--- config.mk ---
export PLATFORM = sky130hd
export DESIGN_NAME = wb_stage_flat
export DESIGN_NICKNAME = d
export VERILOG_FILES = /design/src/rtl/wb_stage_pkg.sv /design/src/rtl/wb_stage_if.sv /design/src/rtl/wb_stage_load_extend.sv /design/src/rtl/wb_stage.sv /design/src/flat_wrapper.sv
export SDC_FILE = /design/constraint.sdc
export NUM_CORES = 1
export LEC_CHECK = 0
export BUFFER_PORTS_ARGS = -buffer_cell sky130_fd_sc_hd__buf_2
export CAP_MARGIN = 20
export CORE_MARGIN = 5
export CORE_UTILIZATION = 40
export CTS_CLUSTER_SIZE = 16
export DETAILED_ROUTE_END_ITERATION = 10
export PLACE_DENSITY = 0.68
export RECOVER_POWER = 100
export SETUP_SLACK_MARGIN = 0.05
export SYNTH_ARGS = -nofsm -noshare
export SYNTH_HDL_FRONTEND = slang
export SYNTH_SLANG_ARGS = --single-unit
--- constraint.sdc ---
create_clock -name clk -period 2.7 [get_ports clk]
set_clock_uncertainty 0.1 [all_clocks]
set_input_delay 0.27 -clock clk [delete_from_list [all_inputs] [get_ports clk]]
set_output_delay 0.27 -clock clk [all_outputs]
set_load 0.05 [all_outputs]
--- src/rtl/wb_stage_pkg.sv ---
// Shared encodings for the write-back stage: result-select codes, load funct3 codes, FSM states.
package wb_stage_pkg;

   localparam int XLEN_DEF = 32;

   localparam logic [1:0] WB_SEL_ALU = 2'd0;
   localparam logic [1:0] WB_SEL_MEM = 2'd1;
   localparam logic [1:0] WB_SEL_PC4 = 2'd2;

   localparam logic [2:0] F3_LB  = 3'b000;
   localparam logic [2:0] F3_LH  = 3'b001;
   localparam logic [2:0] F3_LW  = 3'b010;
   localparam logic [2:0] F3_LBU = 3'b100;
   localparam logic [2:0] F3_LHU = 3'b101;

   typedef enum logic {
      IDLE      = 1'b0,
      WAIT_LOAD = 1'b1
   } state_t;

endpackage

--- src/rtl/wb_stage_if.sv ---
// Bundle of MEM-stage handshake, load-return, register-file write, bypass and status signals.
interface wb_stage_if #(
   parameter int XLEN      = 32,
   parameter int INSTRET_W = 64
);
   logic                 in_valid;
   logic                 in_ready;
   logic                 in_rd_en;
   logic [4:0]           in_rd_addr;
   logic [1:0]           in_wb_sel;
   logic [XLEN-1:0]      in_alu_result;
   logic [XLEN-1:0]      in_pc;
   logic [2:0]           in_funct3;
   logic [1:0]           in_addr_lo;
   logic                 mem_rvalid;
   logic [XLEN-1:0]      mem_rdata;
   logic                 flush;
   logic                 rf_write_en;
   logic [4:0]           rf_write_addr;
   logic [XLEN-1:0]      rf_write_value;
   logic                 fwd_valid;
   logic [4:0]           fwd_addr;
   logic [XLEN-1:0]      fwd_value;
   logic                 load_pending;
   logic [4:0]           load_rd;
   logic [INSTRET_W-1:0] instret;

   modport master (
      output in_valid, in_rd_en, in_rd_addr, in_wb_sel, in_alu_result, in_pc,
             in_funct3, in_addr_lo, mem_rvalid, mem_rdata, flush,
      input  in_ready, rf_write_en, rf_write_addr, rf_write_value,
             fwd_valid, fwd_addr, fwd_value, load_pending, load_rd, instret
   );

   modport slave (
      input  in_valid, in_rd_en, in_rd_addr, in_wb_sel, in_alu_result, in_pc,
             in_funct3, in_addr_lo, mem_rvalid, mem_rdata, flush,
      output in_ready, rf_write_en, rf_write_addr, rf_write_value,
             fwd_valid, fwd_addr, fwd_value, load_pending, load_rd, instret
   );
endinterface

--- src/rtl/wb_stage_load_extend.sv ---
// Load data alignment: selects the byte/half addressed by addr_lo and sign- or zero-extends it.
module load_extend
   import wb_stage_pkg::*;
#(
   parameter int XLEN = XLEN_DEF
) (
   input  logic [2:0]      funct3_i,
   input  logic [1:0]      addr_lo_i,
   input  logic [XLEN-1:0] rdata_i,
   output logic [XLEN-1:0] value_o
);

   logic        [7:0]  byte_w;
   logic        [15:0] half_w;
   logic signed [7:0]  sbyte_w;
   logic signed [15:0] shalf_w;

   always_comb begin
      byte_w = rdata_i[7:0];
      case (addr_lo_i)
         2'd1:    byte_w = rdata_i[15:8];
         2'd2:    byte_w = rdata_i[23:16];
         2'd3:    byte_w = rdata_i[31:24];
         default: byte_w = rdata_i[7:0];
      endcase
      half_w  = addr_lo_i[1] ? rdata_i[31:16] : rdata_i[15:0];
      sbyte_w = signed'(byte_w);
      shalf_w = signed'(half_w);

      // Unknown codes fall back to the full word, same as LW
      case (funct3_i)
         F3_LB:   value_o = XLEN'(sbyte_w);
         F3_LBU:  value_o = XLEN'(byte_w);
         F3_LH:   value_o = XLEN'(shalf_w);
         F3_LHU:  value_o = XLEN'(half_w);
         default: value_o = rdata_i;
      endcase
   end

endmodule

--- src/rtl/wb_stage.sv ---
// Write-back stage: retires ALU/PC+4 results directly, waits in WAIT_LOAD for load data,
// and is the only driver of the register-file write port, its bypass copy and instret.
module wb_stage
   import wb_stage_pkg::*;
#(
   parameter int XLEN      = XLEN_DEF,
   parameter int INSTRET_W = 64
) (
   input  logic   clk,
   input  logic   reset_n,
   wb_stage_if.slave bus
);

   state_t                state_q, state_d;
   logic                  wen_q, wen_d;
   logic [4:0]            waddr_q, waddr_d;
   logic [XLEN-1:0]       wval_q, wval_d;
   logic [4:0]            ld_rd_q, ld_rd_d;
   logic [2:0]            ld_f3_q;
   logic [1:0]            ld_lo_q;
   logic [INSTRET_W-1:0]  instret_q, instret_d;
   logic [XLEN-1:0]       ld_value_w;
   logic                  accept_w;

   load_extend #(.XLEN(XLEN)) u_load_extend (
      .funct3_i  (ld_f3_q),
      .addr_lo_i (ld_lo_q),
      .rdata_i   (bus.mem_rdata),
      .value_o   (ld_value_w)
   );

   assign accept_w = (state_q == IDLE) && bus.in_valid && !bus.flush;

   always_comb begin
      state_d   = state_q;
      wen_d     = 1'b0;
      waddr_d   = waddr_q;
      wval_d    = wval_q;
      ld_rd_d   = ld_rd_q;
      instret_d = instret_q;

      case (state_q)
         IDLE: begin
            if (accept_w) begin
               if (bus.in_wb_sel == WB_SEL_MEM) begin
                  // ld_rd_q doubles as the deferred write enable: nonzero means a real write
                  ld_rd_d = (bus.in_rd_en && bus.in_rd_addr != 5'd0) ? bus.in_rd_addr : 5'd0;
                  state_d = WAIT_LOAD;
               end else begin
                  instret_d = instret_q + 1'b1;
                  wen_d     = bus.in_rd_en && (bus.in_rd_addr != 5'd0);
                  if (wen_d) begin
                     waddr_d = bus.in_rd_addr;
                     wval_d  = (bus.in_wb_sel == WB_SEL_PC4) ? bus.in_pc + XLEN'(4)
                                                            : bus.in_alu_result;
                  end
               end
            end
         end
         WAIT_LOAD: begin
            if (bus.flush) begin
               ld_rd_d = 5'd0;
               state_d = IDLE;
            end else if (bus.mem_rvalid) begin
               instret_d = instret_q + 1'b1;
               wen_d     = (ld_rd_q != 5'd0);
               if (wen_d) begin
                  waddr_d = ld_rd_q;
                  wval_d  = ld_value_w;
               end
               ld_rd_d = 5'd0;
               state_d = IDLE;
            end
         end
         default: state_d = IDLE;
      endcase
   end

   always_ff @(posedge clk or negedge reset_n) begin
      if (!reset_n) begin
         state_q   <= IDLE;
         wen_q     <= 1'b0;
         waddr_q   <= '0;
         wval_q    <= '0;
         ld_rd_q   <= '0;
         instret_q <= '0;
      end else begin
         state_q   <= state_d;
         wen_q     <= wen_d;
         waddr_q   <= waddr_d;
         wval_q    <= wval_d;
         ld_rd_q   <= ld_rd_d;
         instret_q <= instret_d;
      end
   end

   always_ff @(posedge clk) begin
      if (accept_w && bus.in_wb_sel == WB_SEL_MEM) begin
         ld_f3_q <= bus.in_funct3;
         ld_lo_q <= bus.in_addr_lo;
      end
   end

   assign bus.in_ready       = (state_q == IDLE);
   assign bus.rf_write_en    = wen_q;
   assign bus.rf_write_addr  = waddr_q;
   assign bus.rf_write_value = wval_q;
   assign bus.fwd_valid      = wen_q;
   assign bus.fwd_addr       = waddr_q;
   assign bus.fwd_value      = wval_q;
   assign bus.load_pending   = (state_q == WAIT_LOAD);
   assign bus.load_rd        = ld_rd_q;
   assign bus.instret        = instret_q;

endmodule

--- src/flat_wrapper.sv ---
// flat-port wrapper written by rule: the top's interface ports become plain ports
module wb_stage_flat import wb_stage_pkg::*;
#(
   parameter int XLEN      = XLEN_DEF,
   parameter int INSTRET_W = 64
)
  (clk, reset_n, bus_in_valid, bus_in_rd_en, bus_in_rd_addr, bus_in_wb_sel, bus_in_alu_result, bus_in_pc, bus_in_funct3, bus_in_addr_lo, bus_mem_rvalid, bus_mem_rdata, bus_flush, bus_in_ready, bus_rf_write_en, bus_rf_write_addr, bus_rf_write_value, bus_fwd_valid, bus_fwd_addr, bus_fwd_value, bus_load_pending, bus_load_rd, bus_instret);
  wb_stage_if #(.XLEN(XLEN), .INSTRET_W(INSTRET_W)) bus_i ();
  input  logic clk;
  input  logic reset_n;
  input wire logic [$bits(bus_i.in_valid)-1:0] bus_in_valid;
  input wire logic [$bits(bus_i.in_rd_en)-1:0] bus_in_rd_en;
  input wire logic [$bits(bus_i.in_rd_addr)-1:0] bus_in_rd_addr;
  input wire logic [$bits(bus_i.in_wb_sel)-1:0] bus_in_wb_sel;
  input wire logic [$bits(bus_i.in_alu_result)-1:0] bus_in_alu_result;
  input wire logic [$bits(bus_i.in_pc)-1:0] bus_in_pc;
  input wire logic [$bits(bus_i.in_funct3)-1:0] bus_in_funct3;
  input wire logic [$bits(bus_i.in_addr_lo)-1:0] bus_in_addr_lo;
  input wire logic [$bits(bus_i.mem_rvalid)-1:0] bus_mem_rvalid;
  input wire logic [$bits(bus_i.mem_rdata)-1:0] bus_mem_rdata;
  input wire logic [$bits(bus_i.flush)-1:0] bus_flush;
  output wire logic [$bits(bus_i.in_ready)-1:0] bus_in_ready;
  output wire logic [$bits(bus_i.rf_write_en)-1:0] bus_rf_write_en;
  output wire logic [$bits(bus_i.rf_write_addr)-1:0] bus_rf_write_addr;
  output wire logic [$bits(bus_i.rf_write_value)-1:0] bus_rf_write_value;
  output wire logic [$bits(bus_i.fwd_valid)-1:0] bus_fwd_valid;
  output wire logic [$bits(bus_i.fwd_addr)-1:0] bus_fwd_addr;
  output wire logic [$bits(bus_i.fwd_value)-1:0] bus_fwd_value;
  output wire logic [$bits(bus_i.load_pending)-1:0] bus_load_pending;
  output wire logic [$bits(bus_i.load_rd)-1:0] bus_load_rd;
  output wire logic [$bits(bus_i.instret)-1:0] bus_instret;
  assign bus_i.in_valid = bus_in_valid;
  assign bus_i.in_rd_en = bus_in_rd_en;
  assign bus_i.in_rd_addr = bus_in_rd_addr;
  assign bus_i.in_wb_sel = bus_in_wb_sel;
  assign bus_i.in_alu_result = bus_in_alu_result;
  assign bus_i.in_pc = bus_in_pc;
  assign bus_i.in_funct3 = bus_in_funct3;
  assign bus_i.in_addr_lo = bus_in_addr_lo;
  assign bus_i.mem_rvalid = bus_mem_rvalid;
  assign bus_i.mem_rdata = bus_mem_rdata;
  assign bus_i.flush = bus_flush;
  assign bus_in_ready = bus_i.in_ready;
  assign bus_rf_write_en = bus_i.rf_write_en;
  assign bus_rf_write_addr = bus_i.rf_write_addr;
  assign bus_rf_write_value = bus_i.rf_write_value;
  assign bus_fwd_valid = bus_i.fwd_valid;
  assign bus_fwd_addr = bus_i.fwd_addr;
  assign bus_fwd_value = bus_i.fwd_value;
  assign bus_load_pending = bus_i.load_pending;
  assign bus_load_rd = bus_i.load_rd;
  assign bus_instret = bus_i.instret;
  wb_stage #(.XLEN(XLEN), .INSTRET_W(INSTRET_W)) u_core (.clk(clk), .reset_n(reset_n), .bus(bus_i));
endmodule
==> flow_metrics.env, run 1 <==
export IMPL_outcome="finished, final reports clean"
export IMPL_ys_warn_count=0
export IMPL_p_per_area_nw_per_um2=771
export IMPL_num_fill_cells=1610
export IMPL_max_clock_freq_mhz=405
export IMPL_drive_gt1_share_pct=18.3
export IMPL_synth_ff_latch_count=113
export IMPL_synth_distinct_cells=57
export IMPL_via_per_inst=5.51
export IMPL_hold_buffers=6
export IMPL_vdd_drop_max_mv=0.458
export IMPL_endpoint_kind="flop"
export IMPL_area_growth_pct=27.8
export IMPL_rsz0062_at_grt="no"
export IMPL_p_leak_nw=3.83
export IMPL_hp_class="input pin to flop"
export IMPL_maxCapViolCount=0
export IMPL_cp_required_ns=2.94
export IMPL_async_flop_share_pct=95.6
export IMPL_reg2regPathDepth=6
export IMPL_worstPathCellList="nand4_1, or4_1, or4_1, buf_4, nor4_1, xor2_1"
export IMPL_avgSynthCellArea_sq_um=9.19
export IMPL_grt_max_degree=45
export IMPL_grtUsageMet1_pct=30.7
export IMPL_grtUsageMet2_pct=37.4
export IMPL_clock_latency_ns=0.41
export IMPL_final_core_util_pct=51.8
export IMPL_core_area_sq_um=16500
export IMPL_critical_path_class="flop to flop"
export IMPL_crit_path_start_kind="flop"
export IMPL_worst_pin_slew_ns=1.13
export IMPL_antenna_left=0
export IMPL_synth_area_leader_cell="dfrtp_1"
export IMPL_antenna_found_initial=4
export IMPL_dieArea_sq_um=19400
export IMPL_dr_pass1_iters=5
export IMPL_drt_iter0_markers=636
export IMPL_synth_top_area_share_pct=40.4
export IMPL_die_w_microns=139
export IMPL_grt_pass1_vias=6489
export IMPL_cpMostUsedCell="or4_1"
export IMPL_min_period_ns=2.47
export IMPL_nets=1090
export IMPL_cp_max_fo=18
export IMPL_max_stage_delay_ns=0.55
export IMPL_dieHeight_microns=139
export IMPL_synth_commonest_cells="dfrtp_1 (108), nand2_1 (84), xor2_1 (50)"
export IMPL_h_tree_depth=4
export IMPL_cts_num_sinks=113
export IMPL_postCtsSetupBuffers=0
export IMPL_numPortBuffers=260
export IMPL_period_share_pct=91.4
export IMPL_cts_buffers=17
export IMPL_cp_arrival_ns=2.71
export IMPL_slew_viol_final=0
export IMPL_wl_per_cell_microns=19.2
export IMPL_grt_overflow_total=0
export IMPL_crit_slowest_cell="or4_1"
export IMPL_cts_buffer_depth=2
export IMPL_final_hold_violation_count=0
export IMPL_cts_tree="yes"
export IMPL_grt_pass1_wl_mm=36.1
export IMPL_syn_inst=727
export IMPL_synthFlopType="dfrtp_1"
export IMPL_vias=6650
export IMPL_cts_resized=0
export IMPL_synth_area_leaders="dfrtp_1 (40%), xor2_1 (6.6%), nand2_1 (4.7%)"
export IMPL_routed_wl_mm=23.1
export IMPL_n_antenna_cell=0
export IMPL_yosysSeqAreaShare_pct=42.7
export IMPL_root_buffer="clkbuf_16"
export IMPL_rows=47
export IMPL_holdWs_ns=0.0208
export IMPL_clkSlewWorstSetupHoldPaths_ns=0.06
export IMPL_met3_usage_pct=6.79
export IMPL_synthesis_area_sq_um=6680
export IMPL_yosysMostFrequentCell="dfrtp_1"
export IMPL_synth_edff_count=5
export IMPL_tns_ns=0
export IMPL_whs_path_depth=2
export IMPL_grt_usage_pct=23.4
export IMPL_routabilityCongestion=0.935
export IMPL_synthesis_nets=843
export IMPL_relSlewSlack_pct=24.7
export IMPL_setup_viol=0
export IMPL_place_detailed_hpwl_mm=17.7
export IMPL_drc=0
export IMPL_top_usage_layer="met2"
export IMPL_ios=261
export IMPL_start_util_pct=40.6
[metrics by stage]
step	power, mW	instance area [sq um]	std cells	setup slack (ns)
after CTS	6.72	8770	1206	0.273
after floorplan	3.86	6680	727	0.0820
after global routing	6.85	8540	1206	0.0727
after global placement	4.33	8090	1169	0.274
after detailed placement	4.35	8090	1169	0.287
final	6.58	8540	1206	0.232
[cells by family after synthesis]
logic type / share of synthesized area, %
and+or+nand+nor: 23.4
buffers and inverters: 6.87
adders and majority gates: 0.374
xor gates and xnor gates: 10.7
DFF: 42.7
AOI/OAI and AO/OA: 13.6
muxes: 2.30
[placed cells by master, fill, tap and decap left out, drive strengths merged, types with 8 or more instances in the layout]
cell / count
a211oi: 15
nand2: 84
dfrtp: 108
a31oi: 8
o31ai: 8
nor3: 29
inv: 16
buf: 134
nand3: 41
o221ai: 8
nor4: 13
o22ai: 13
xnor2: 32
mux2i: 12
and3: 20
a21oi: 27
and4: 8
clkbuf: 176
nand4: 26
o21ai: 16
xor2: 50
nor2: 47
[registers in the layout (all words and copies together), names as in the netlist]
register,flops
u_core.bus.load_pending,1
u_core.bus.fwd_addr,5
u_core.bus.instret,64
u_core.bus.fwd_value,32
u_core.bus.fwd_valid,1
u_core.bus.load_rd,5
u_core.ld_f3_q,3
u_core.ld_lo_q,2
[worst max-delay path: cells and delay by family, from the launching register on]
family / cells / cell delay (ns)
and+or+nand+nor: 4 / 1.45
DFF: 1 / 0.44
buffers and inverters: 1 / 0.22
xor gates and xnor gates: 1 / 0.17
[routing by layer]
layer | up-vias | share of wire [%]
met2 | 350 | 47
met3 | 49 | 9.7
met5 | - | 0.16
met4 | 8 | 2.3
li1 | 3111 | -
met1 | 3132 | 41
[worst paths after layout]
path                                         from                      to  slack, ns
setup reg to reg           u_core.bus.instret[16]  u_core.bus.instret[38]       0.23
setup / recovery           u_core.bus.instret[16]  u_core.bus.instret[38]       0.23
min in group asynchronous                 reset_n  u_core.bus.instret[25]       0.52
hold reg to reg            u_core.bus.instret[63]  u_core.bus.instret[63]       0.37
hold / removal                  bus_in_rd_addr[2]   u_core.bus.load_rd[2]       0.02
max in group asynchronous                 reset_n  u_core.bus.fwd_addr[3]       0.74
[layout make-up]
class	count	area (sq um)	share of cell area (%)
Multi-Input combinational cell	532	3340	39.2
Sequential cell	113	2850	33.4
Timing Repair Buffer	294	1380	16.2
Clock buffer	22	495	5.80
Tap cell	220	275	3.22
Clock inverter	9	128	1.50
Inverter	16	60.1	0.704
[report_power, final]
group          internal, mW  total (mW)  leakage [nW]  switching (mW)
Combinational         0.400        2.11          2.07            1.71
Sequential             1.91        2.12          1.44           0.213
Clock                  1.57        2.36         0.311           0.787
Note: power is estimated with default switching activity, not from simulation.
==> inputs of run 2 (changes only) <==
--- a/config.mk
+++ b/config.mk
@@ -7,13 +7,14 @@
 export LEC_CHECK = 0
 export BUFFER_PORTS_ARGS = -buffer_cell sky130_fd_sc_hd__buf_2
 export CAP_MARGIN = 20
+export CORE_ASPECT_RATIO = 0.5
 export CORE_MARGIN = 5
 export CORE_UTILIZATION = 40
 export CTS_CLUSTER_SIZE = 16
 export DETAILED_ROUTE_END_ITERATION = 10
 export PLACE_DENSITY = 0.68
 export RECOVER_POWER = 100
-export SETUP_SLACK_MARGIN = 0.05
+export SETUP_SLACK_MARGIN = 0.5
 export SYNTH_ARGS = -nofsm -noshare
 export SYNTH_HDL_FRONTEND = slang
 export SYNTH_SLANG_ARGS = --single-unit
==> run 2 against run 1 <==
The flow now finishes with violations (capacitance limit, slew limit). Maximum frequency up 3.2%. Sequential power about the same. Flip-flop and latch count is the same. Critical path type unchanged. Critical endpoint is now u_core.bus.instret[48]. Largest power group unchanged.
==> flow_metrics.env, run 2 (same netlist as run 1, synthesis figures left out) <==
export IMPL_outcome="complete, but fails checks"
export IMPL_violations="capacitance limit, slew limit"
export IMPL_clkSlewWorstSetupHoldPaths_ns=0.07
export IMPL_p_int_mw=3.70
export IMPL_p_leak_nw=3.91
export IMPL_final_hold_violation_count=0
export IMPL_fin_ws_ns=0.308
export IMPL_antenna_left=0
export IMPL_min_period_ns=2.39
export IMPL_p_per_area_nw_per_um2=748
export IMPL_cts_buffer_depth=2
export IMPL_root_buffer="clkbuf_16"
export IMPL_setup_viol=0
export IMPL_pwr_share_comb_pct=32.2
export IMPL_slew_viol_final=28
export IMPL_routed_wl_mm=23.3
export IMPL_routabilityCongestion=0.925
export IMPL_dp_cells=1175
export IMPL_cts_tree="yes"
export IMPL_critical_path_class="flop to flop"
export IMPL_core_area_sq_um=16400
export IMPL_largest_reg_flops=64
export IMPL_crit_slowest_cell="or4_4"
export IMPL_power_mw=6.54
export IMPL_crit_path_start_kind="flop"
export IMPL_maxCapViolCount=1
export IMPL_p_seq_share_pct=32.1
export IMPL_antenna_found_initial=4
export IMPL_mostFrequentLayoutCells="clkbuf_1 (154), buf_2 (113), nand2_1 (84)"
export IMPL_vias=6626
export IMPL_place_area_sq_um=8120
export IMPL_numPortBuffers=260
export IMPL_hp_class="input pin to flop"
export IMPL_grt_max_degree=55
export IMPL_p_clk_share_pct=35.7
export IMPL_switchingPower_mw=2.84
export IMPL_tns_ns=0
export IMPL_worst_pin_slew_ns=1.73
export IMPL_dr_pass1_iters=5
export IMPL_num_fill_cells=1621
export IMPL_cp_max_fo=8
export IMPL_h_tree_depth=4
export IMPL_drt_iter0_markers=374
export IMPL_multiInputGateArea_sq_um=3430
export IMPL_start_util_pct=40.8
export IMPL_nets=1103
export IMPL_vdd_drop_max_mv=0.437
export IMPL_max_stage_delay_ns=0.61
export IMPL_cp_arrival_ns=2.64
export IMPL_cts_buffers=17
export IMPL_relSlewSlack_pct=-15.3
export IMPL_dieHeight_microns=101
export IMPL_clock_latency_ns=0.42
export IMPL_worstPathCellList="and4_1, nand4_1, or4_4, clkbuf_2, nor3_1, xor2_1"
export IMPL_rows=33
export IMPL_drc=0
export IMPL_fin_area_sq_um=8740
export IMPL_swShare_pct=43.5
export IMPL_stdcell_count=1229
export IMPL_dpl_worst_slack_ns=0.253
export IMPL_drive_gt1_share_pct=23.0
export IMPL_grt_usage_pct=23.4
export IMPL_cts_num_sinks=113
export IMPL_layout_commonest_cell="clkbuf_1"
export IMPL_place_detailed_hpwl_mm=17.7
export IMPL_wl_per_cell_microns=19.0
export IMPL_dieArea_sq_um=19500
export IMPL_endpoint_kind="flop"
export IMPL_cp_required_ns=2.94
export IMPL_grt_overflow_total=0
export IMPL_die_w_microns=193
export IMPL_regArea_sq_um=2880
export IMPL_area_growth_pct=30.9
export IMPL_period_share_pct=88.6
export IMPL_max_clock_freq_mhz=418
export IMPL_via_per_inst=5.39
export IMPL_grt_pass1_wl_mm=35.9
export IMPL_rsz0062_at_grt="yes"
export IMPL_ios=261
export IMPL_grt_pass1_vias=6588
## run 2: final timing paths
| path | from | end | slack, ns | cells after the start |
|---|---|---|---|---|
| worst max-delay path | u_core.bus.instret[3] | u_core.bus.instret[48] | 0.31 | 6 |
| worst min-delay path | bus_in_rd_addr[0] | u_core.bus.load_rd[0] | 0.03 | 2 |
| max in group asynchronous | reset_n | u_core.bus.instret[20] | 0.55 | 3 |
| min in group asynchronous | reset_n | u_core.bus.fwd_value[14] | 0.75 | 2 |
| worst min register to register | u_core.bus.instret[6] | u_core.bus.instret[6] | 0.38 | 1 |
| worst max register to register | u_core.bus.instret[3] | u_core.bus.instret[48] | 0.31 | 6 |
## run 2: power by group through the flow
stage | clock (mW) | sequential, mW | combinational, mW
3_3_place_gp | 0 | 2.12 | 2.20
4_1_cts | 2.35 | 2.10 | 2.22
5_1_grt | 2.44 | 2.13 | 2.22
2_1_floorplan | 0 | 2.78 | 1.08
3_5_place_dp | 0 | 2.13 | 2.21
6_report | 2.33 | 2.10 | 2.11
## run 2: routing by layer
metal,vias to the layer above,track usage (%),share of wire (%)
met5,-,0,0.081
met4,4,8.16,2.3
met3,46,4.72,6.0
met2,226,39.5,49
met1,3227,30.4,43
li1,3123,-,-
## run 2: worst max-delay path, delay by kind of cell (launching register included)
family / cells / cell delay, ns
DFF: 1 / 0.44
buffers and inverters: 1 / 0.28
xor gates and xnor gates: 1 / 0.16
and+or+nand+nor: 4 / 1.35
## run 2: stage by stage
stage | hold slack (ns) | util (%)
global route | 0.0241 | 53.3
CTS | 0.0114 | 54.7
detailed placement | 0.136 | 49.6
finish | 0.0275 | 53.3
floorplan | -0.126 | -
global placement | 0.132 | 49.6
## run 2: final cells by class
type / count / share of cell area, %
Multi-Input combinational cell: 532 / 39.3
Sequential cell: 113 / 33.0
Timing Repair Buffer: 307 / 16.9
Clock buffer: 17 / 4.87
Tap cell: 227 / 3.25
Clock inverter: 15 / 1.97
Inverter: 16 / 0.701
Antenna cell: 2 / 0.0572
## run 2: timing repair
| action | in CTS | in global routing |
|---|---|---|
| buffers inserted | 12 | 1 |
| setup endpoints to repair | 31 | 36 |
| pin swaps | 2 | 6 |
| hold buffers | 6 | 0 |
| hold endpoints to repair | 31 | 0 |
| gates cloned | 1 | 0 |
| resized for setup | 14 | 11 |
==> inputs of run 3 (changes only) <==
--- a/config.mk
+++ b/config.mk
@@ -9,10 +9,10 @@
 export CAP_MARGIN = 20
 export CORE_ASPECT_RATIO = 0.5
 export CORE_MARGIN = 5
-export CORE_UTILIZATION = 40
+export CORE_UTILIZATION = 50
 export CTS_CLUSTER_SIZE = 16
 export DETAILED_ROUTE_END_ITERATION = 10
-export PLACE_DENSITY = 0.68
+export PLACE_DENSITY = 0.82
 export RECOVER_POWER = 100
 export SETUP_SLACK_MARGIN = 0.5
 export SYNTH_ARGS = -nofsm -noshare
==> run 3 against run 2 <==
The run now ends clean. Count of clock-buffer cells in the layout stayed put. Core utilization rose by 15 points. Critical path depth unchanged. Total power is 3.8% lower. Register-to-register slack worse by 0.03 ns. Global-route usage grew 4.2 points. Clock power down 11%. Critical endpoint is now u_core.bus.instret[38].
==> flow_metrics.env, run 3 (same netlist as run 1, synthesis figures left out) <==
export IMPL_whs_path_depth=2
export IMPL_place_detailed_hpwl_mm=17.1
export IMPL_crit_family="simple AND/OR/NAND/NOR gates"
export IMPL_switchingPower_mw=2.79
export IMPL_relSlewSlack_pct=35.9
export IMPL_cts_buffer_depth=2
export IMPL_final_hold_violation_count=0
export IMPL_vias=6772
export IMPL_clkSlewWorstSetupHoldPaths_ns=0.06
export IMPL_top_layer="met5"
export IMPL_nets=1109
export IMPL_worst_path_buf_inv=1
export IMPL_cp_required_ns=2.92
export IMPL_vdd_drop_max_mv=0.448
export IMPL_n_antenna_cell=0
export IMPL_max_clock_freq_mhz=413
export IMPL_layout_commonest_cell="clkbuf_1"
export IMPL_cp_depth=6
export IMPL_reg2regPathDepth=6
export IMPL_drive_gt1_share_pct=24.3
export IMPL_core_area_sq_um=12900
export IMPL_critical_path_class="flop to flop"
export IMPL_worstPathCellList="nand4_1, or4_4, or4_1, buf_12, nor4_4, xor2_1"
export IMPL_routed_wl_mm=22.8
export IMPL_via_per_inst=5.76
export IMPL_rsz0062_at_grt="yes"
export IMPL_dr_pass1_iters=5
export IMPL_drc=0
export IMPL_numPortBuffers=260
export IMPL_max_stage_delay_ns=0.47
export IMPL_endpoint_kind="flop"
export IMPL_area_growth_pct=30.9
export IMPL_min_period_ns=2.42
export IMPL_period_share_pct=89.6
export IMPL_cts_buffers=17
export IMPL_p_clk_share_pct=33.1
export IMPL_die_w_microns=173
export IMPL_cp_max_fo=11
export IMPL_regArea_sq_um=2880
export IMPL_setup_viol=0
export IMPL_worst_pin_slew_ns=0.961
export IMPL_hp_class="input pin to flop"
export IMPL_slew_viol_final=0
export IMPL_clock_latency_ns=0.41
export IMPL_p_leak_nw=3.99
export IMPL_maxCapViolCount=0
export IMPL_grt_pass1_vias=6826
export IMPL_crit_path_start_kind="flop"
export IMPL_outcome="finished, final reports clean"
export IMPL_pwr_share_comb_pct=33.5
export IMPL_ios=261
export IMPL_multiInputGateArea_sq_um=3490
export IMPL_cts_num_sinks=113
export IMPL_wl_per_cell_microns=19.4
export IMPL_grt_max_degree=38
export IMPL_fin_ws_ns=0.280
export IMPL_wl_met2_mm=11.4
export IMPL_crit_slowest_cell="or4_1"
export IMPL_drt_iter0_markers=464
export IMPL_dpl_worst_slack_ns=0.237
export IMPL_swShare_pct=44.4
export IMPL_wl_met1_mm=9.27
export IMPL_final_core_util_pct=67.9
export IMPL_routabilityCongestion=0.897
export IMPL_antenna_left=0
export IMPL_dieArea_sq_um=15900
export IMPL_grt_pass1_wl_mm=35.3
export IMPL_place_area_sq_um=8030
export IMPL_h_tree_depth=4
export IMPL_rows=29
export IMPL_antenna_found_initial=3
export IMPL_cp_arrival_ns=2.64
export IMPL_tns_ns=0
export IMPL_mostFrequentLayoutCells="clkbuf_1 (151), buf_2 (112), nand2_1 (84), dfrtp_1 (84), xor2_1 (50)"
export IMPL_dieHeight_microns=91.7
export IMPL_grt_overflow_total=0
export IMPL_fin_area_sq_um=8740
export IMPL_p_int_mw=3.50
export IMPL_root_buffer="clkbuf_16"
export IMPL_p_per_area_nw_per_um2=720
export IMPL_p_seq_share_pct=33.4
export IMPL_largest_reg_flops=64
export IMPL_wl_met3_mm=1.60
export IMPL_start_util_pct=51.9
export IMPL_num_fill_cells=1128
export IMPL_cts_tree="yes"
export IMPL_grt_usage_pct=27.6
-- run 3: changes by cell type in the layout (fill, tap and decap cells not counted), moves of 2 or more --
cell        previous run  this run
clkbuf_2               3         5
nor3_1                27        22
clkbuf_1             154       151
clkinvlp_4             0         6
buf_4                 29        36
diode_2                2         0
bufinv_16              2         0
nor3_4                 2         6
-- run 3: routing by layer --
| layer | vias up | track usage (%) |
|---|---|---|
| met1 | 3300 | 33.2 |
| met4 | 6 | 9.09 |
| met5 | - | 0 |
| met3 | 59 | 8.01 |
| met2 | 267 | 48.2 |
| li1 | 3140 | - |
-- run 3: area by class of cell --
type / instances / share of cell area [%]
Tap cell: 170 / 2.43
Timing Repair Buffer: 313 / 17.6
Clock buffer: 17 / 4.87
Inverter: 16 / 0.730
Clock inverter: 15 / 1.42
Sequential cell: 113 / 33.0
Multi-Input combinational cell: 532 / 39.9
-- run 3: worst paths after layout --
kind	to	start	slack [ns]
max	u_core.bus.instret[38]	u_core.bus.instret[17]	0.28
min	u_core.bus.load_rd[4]	bus_in_rd_addr[4]	0.03
max reg2reg	u_core.bus.instret[38]	u_core.bus.instret[17]	0.28
min reg2reg	u_core.bus.instret[63]	u_core.bus.instret[63]	0.38
max in group asynchronous	u_core.bus.instret[4]	reset_n	0.66
min in group asynchronous	u_core.bus.fwd_addr[4]	reset_n	0.43
-- run 3: through the flow --
stage	hold slack [ns]	cells	total power, mW
floorplan	-0.126	727	3.87
global placement	0.165	1116	4.29
detailed placement	0.176	1116	4.33
CTS	0.0240	1164	6.41
global route	0.0254	1176	6.53
finish	0.0319	1176	6.29
-- run 3: timing repair --
action / 4_1_cts / 5_1_grt
buffers inserted: 10 / 12
setup endpoints to repair: 34 / 44
resized for setup: 19 / 18
pin swaps: 6 / 9
endpoints found under the hold margin: 39 / 0
hold buffers: 6 / 0
-- run 3: power groups by stage --
stage               combinational, mW  clock, mW  sequential (mW)
global route                     2.21       2.18             2.14
CTS                              2.22       2.09             2.10
floorplan                        1.08          0             2.78
finish                           2.11       2.08             2.10
global placement                 2.18          0             2.11
detailed placement               2.20          0             2.12
